`config.mk`:
```
export PLATFORM = sky130hd
export DESIGN_NAME = mem_arbiter
export DESIGN_NICKNAME = d
export VERILOG_FILES = /design/src/rtl/mem_arbiter.sv
export SDC_FILE = /design/constraint.sdc
export NUM_CORES = 1
export LEC_CHECK = 0
export BUFFER_PORTS_ARGS = -buffer_cell sky130_fd_sc_hd__clkbuf_2
export CAP_MARGIN = 40
export CORE_AREA = 2 2 269 271
export DETAILED_ROUTE_END_ITERATION = 7
export DIE_AREA = 0 0 271 273
export PLACE_DENSITY_LB_ADDON = 0.12
export SYNTH_ARGS = -nofsm -noshare
export SYNTH_HDL_FRONTEND = slang
export SYNTH_SLANG_ARGS = --single-unit
```
`constraint.sdc`:
```
create_clock -name clk -period 1.5 [get_ports clk]
set_input_delay 0.075 -clock clk [delete_from_list [all_inputs] [get_ports clk]]
set_output_delay 0.075 -clock clk [all_outputs]
set_load 0.05 [all_outputs]
```
`src/rtl/mem_arbiter.sv`:
```
// mem_arbiter: shares the single physical memory port between the LC-3b
// instruction cache and data cache, round-robin on simultaneous misses.
module mem_arbiter #(
  parameter int ADDR_W = 16,
  parameter int LINE_W = 128
) (
  input  logic              clk,
  input  logic              reset,
  input  logic              i_read,
  input  logic [ADDR_W-1:0] i_address,
  output logic [LINE_W-1:0] i_rdata,
  output logic              i_resp,
  input  logic              d_read,
  input  logic              d_write,
  input  logic [ADDR_W-1:0] d_address,
  input  logic [LINE_W-1:0] d_wdata,
  output logic [LINE_W-1:0] d_rdata,
  output logic              d_resp,
  output logic              pmem_read,
  output logic              pmem_write,
  output logic [ADDR_W-1:0] pmem_address,
  output logic [LINE_W-1:0] pmem_wdata,
  input  logic [LINE_W-1:0] pmem_rdata,
  input  logic              pmem_resp
);

  typedef enum logic [1:0] {
    IDLE,
    SERVE_I,
    SERVE_D
  } state_t;

  typedef enum logic {
    GRANT_I,
    GRANT_D
  } grant_t;

  state_t            state;
  grant_t            last_grant;
  logic              op_read;
  logic              op_write;
  logic [ADDR_W-1:0] addr_q;
  logic [LINE_W-1:0] wdata_q;

  logic i_req;
  logic d_req;
  logic pick_d;

  assign i_req = i_read;
  assign d_req = d_read | d_write;

  // On a tie the client that was not served last wins; last_grant resets to I
  // so the very first tie goes to the data cache.
  assign pick_d = d_req && (!i_req || (last_grant == GRANT_I));

  // The strobes are cleared on the completion edge, so the IDLE cycle that
  // follows every transaction never drives memory.
  always_ff @(posedge clk) begin
    if (reset) begin
      state      <= IDLE;
      last_grant <= GRANT_I;
      op_read    <= 1'b0;
      op_write   <= 1'b0;
      addr_q     <= '0;
      wdata_q    <= '0;
    end else begin
      case (state)
        IDLE: begin
          if (i_req || d_req) begin
            if (pick_d) begin
              state      <= SERVE_D;
              last_grant <= GRANT_D;
              op_read    <= d_read;
              op_write   <= d_write;
              addr_q     <= d_address;
              wdata_q    <= d_wdata;
            end else begin
              state      <= SERVE_I;
              last_grant <= GRANT_I;
              op_read    <= 1'b1;
              op_write   <= 1'b0;
              addr_q     <= i_address;
            end
          end
        end
        SERVE_I, SERVE_D: begin
          if (pmem_resp) begin
            state    <= IDLE;
            op_read  <= 1'b0;
            op_write <= 1'b0;
          end
        end
        default: begin
          state    <= IDLE;
          op_read  <= 1'b0;
          op_write <= 1'b0;
        end
      endcase
    end
  end

  assign pmem_read    = op_read;
  assign pmem_write   = op_write;
  assign pmem_address = addr_q;
  assign pmem_wdata   = wdata_q;

  // Completion is forwarded only to the owner and never while reset abandons
  // the transaction.
  assign i_resp  = pmem_resp && !reset && (state == SERVE_I);
  assign d_resp  = pmem_resp && !reset && (state == SERVE_D);
  assign i_rdata = pmem_rdata;
  assign d_rdata = pmem_rdata;

endmodule

```
==> impl_metrics.py <==
metrics = {
    "grt": {
        "antenna_found_initial": 1,
        "grt_pass1_wl_um": 48540,
        "gr-usage-all-layers": 0.08851,
        "grt_max_degree": 69,
        "gr-total-overflow": 0,
        "grt_pass1_vias": 7535,
    },
    "drt": {
        "drc": 0,
        "vias_per_cell": 3.438,
        "drt-total-wl_um": 33850,
        "post_drt_wl_per_cell_um": 15.96,
        "ant_nets": 0,
        "drt_iter0_drc": 363,
        "dr.pass1.iters": 4,
        "vias": 7288,
    },
    "yosys": {
        "synth_top_cell_area_share": 0.3838,
        "synth_edf_count": 0,
        "syn_area_per_cell_um2": 8.063,
        "ys_seq_area_frac": 0.3838,
        "synth.distinct_cells": 26,
        "async_flop_share": 0,
        "mappedNetlistArea_um2": 7772,
        "netlist_instances": 964,
        "syn_nets": 1261,
        "synth_area_leaders": "dfxtp_1, buf_4, a21oi_1",
        "yosysWarnings": 0,
        "yosys.area.top_type": "dfxtp_1",
        "synth-seq-cells": 149,
        "synthFlopType": "dfxtp_1",
    },
    "clock_network": {
        "insertion_delay_ns": 0.48,
        "cts_tree": "done",
        "cts.sinks": 149,
        "clkTransAtPathRegs_ns": 0.07,
        "htreeDepth": 4,
        "cts_root_buf": "clkbuf_16",
        "max-clock-path-buffers": 2,
        "cts_inserted_buffers": 17,
    },
    "die": {
        "placementRows": 98,
        "start_util": 0.1095,
        "fp.dieW_um": 271,
        "die_area_um2": 73980,
        "core_area_um2": 71000,
        "die_height_um": 273,
        "io_pins": 698,
    },
    "timing": {
        "setup-violations-final": 8,
        "finalHoldViolCount": 0,
        "post-route-min-period_ns": 1.541,
        "finalMaxSlewViolations": 0,
        "rsz0062_at_grt": "true",
        "tightest_slew_ns": 0.4069,
        "finalCritPeriodShare": 1.027,
        "max_freq_mhz": 648.9,
        "max_slew_margin": 0.7287,
        "setup_slack_ns": -0.04102,
        "fin_skew_ns": 0.01198,
    },
    "final_layout": {
        "area_growth_pct": 42.02,
        "antenna_cells": 0,
        "final_common_cell": "clkbuf_2",
        "final_cell_mix": "clkbuf_2, dlygate4sd3_1, dfxtp_1",
        "nets": 1454,
        "drive_gt1_frac": 0.3444,
    },
    "worst_hold_path": {
        "min_delay_path_depth": 3,
        "min_path_type": "in2reg",
        "worstHoldEndpoint": "pmem_read",
        "min-delay-start": "d_read",
    },
    "run": {
        "maxCapViolations": 0,
    },
    "placed_design": {
        "gp_congestion": 0.6949,
        "io_buffers": 313,
        "dpl_worst_slack_ns": 0.02321,
        "dp_hpwl_um": 22760,
    },
    "critical_path": {
        "reg2reg_slack_ns": -0.01,
        "cp_max_fo": 2,
        "worst_setup_path_start_kind": "flip-flop",
        "worstRegToRegCells": 7,
        "critical_path_required_ns": 1.42,
        "critPathMaxStageDelay_ns": 0.33,
        "rr_startpoint": "state[1]",
        "worstSetupEndpointType": "primary output",
        "slowest_stage": "dfxtp_2",
        "crit_path_cell_trace": "buf_6 -> ha_4 -> and3b_2 -> clkbuf_16",
        "path_class": "reg2out",
        "cp.arrival_ns": 1.47,
        "reg2reg_to": "pmem_address[13]",
    },
    "status": {
        "status": "complete, but fails checks",
        "violations": "setup timing",
    },
    "power": {
        "powerDensity_nw_per_um2": 1322,
        "p_leak_nw": 4.509,
        "irDropWorstVdd_v": 0.0006036,
        "power.total_mw": 14.59,
    },
}
-- flip-flops by register name, indices dropped and copies added (netlist names) --
register / flops
state: 2
pmem_read: 1
pmem_address: 16
last_grant: 1
pmem_wdata: 128
pmem_write: 1
-- per-stage QoR --
stage	std cells	hold WS (ns)	TNS [ns]	utilization	cell area, um^2
finish	2120	0.09070	-0.1024	0.1555	11040
global route	2120	0.1145	-1.486	0.1555	11040
CTS	2114	0.01759	-0.2052	0.1533	10880
detailed placement	1919	0.1505	0	0.1217	8643
global placement	1919	0.1505	0	0.1217	8643
floorplan	964	0.2227	0	-	7772
-- how the worst max path moves through the flow --
stage / start / to / slack [ns] / cells past startpoint
3_5_place_dp: state[0] / pmem_address[0] / 0.02 / 6
4_1_cts: state[1] / d_resp / -0.12 / 4
6_report: state[1] / d_resp / -0.04 / 4
3_3_place_gp: state[0] / pmem_address[4] / 0.05 / 6
5_1_grt: state[1] / d_resp / -0.12 / 4
2_1_floorplan: state[0] / pmem_wdata[100] / 0.03 / 8
-- routing by layer --
| metal | GRT usage | wire [um] | part of all wire |
|---|---|---|---|
| met5 | 0.003209 | 13 | 0.00038 |
| met3 | 0.03945 | 2785 | 0.082 |
| met2 | 0.1366 | 15390 | 0.45 |
| met4 | 0.06150 | 1806 | 0.053 |
| met1 | 0.09715 | 13850 | 0.41 |
-- cell usage after synthesis, drive strengths merged, types with 2 or more instances --
cell	n
o21ai	132
nand3	130
a21oi	133
and3b	2
clkbuf	40
nand2b	2
a311oi	16
nand2	33
buf	298
nor2	16
ha	3
dfxtp	149
inv	3
-- power breakdown --
group / leakage (nW) / total (mW) / internal (mW) / switching [mW]
Sequential: 1.23 / 4.75 / 4.48 / 0.266
Combinational: 3.02 / 5.51 / 1.70 / 3.82
Clock: 0.259 / 4.33 / 2.25 / 2.08
Total: 4.51 / 14.6 / 8.43 / 6.16
-- kinds of logic after synthesis --
group | after synthesis | synth area share
adders and majority gates | 3 | 0.004830
and+or+nand+nor | 186 | 0.1140
DFF | 149 | 0.3838
buffers and inverters | 341 | 0.3036
AOI/OAI and AO/OA | 285 | 0.1938
-- what timing repair did --
action	4_1_cts	5_1_grt
hold endpoints to repair	145	0
pin swaps	2	2
resized for setup	16	17
buffers inserted	1	4
hold buffers	162	0
cloned	0	2
endpoints found under the setup margin	2	18
-- critical path: cells and delay by family (launching register included) --
family	cells	cell delay, ns
DFF	1	0.33
buffers and inverters	2	0.29
and+or+nand+nor	1	0.23
adders and majority gates	1	0.15
-- area by class of cell --
| cell class | count | area [um^2] |
|---|---|---|
| Fill cell | 8143 | 59960 |
| Multi-Input combinational cell | 474 | 2554 |
| Inverter | 3 | 13.76 |
| Tap cell | 950 | 1189 |
| Sequential cell | 149 | 2985 |
| Clock buffer | 22 | 474.2 |
| Timing Repair Buffer | 512 | 3751 |
| Clock inverter | 10 | 71.32 |
Note: power is estimated with default switching activity, not from simulation.
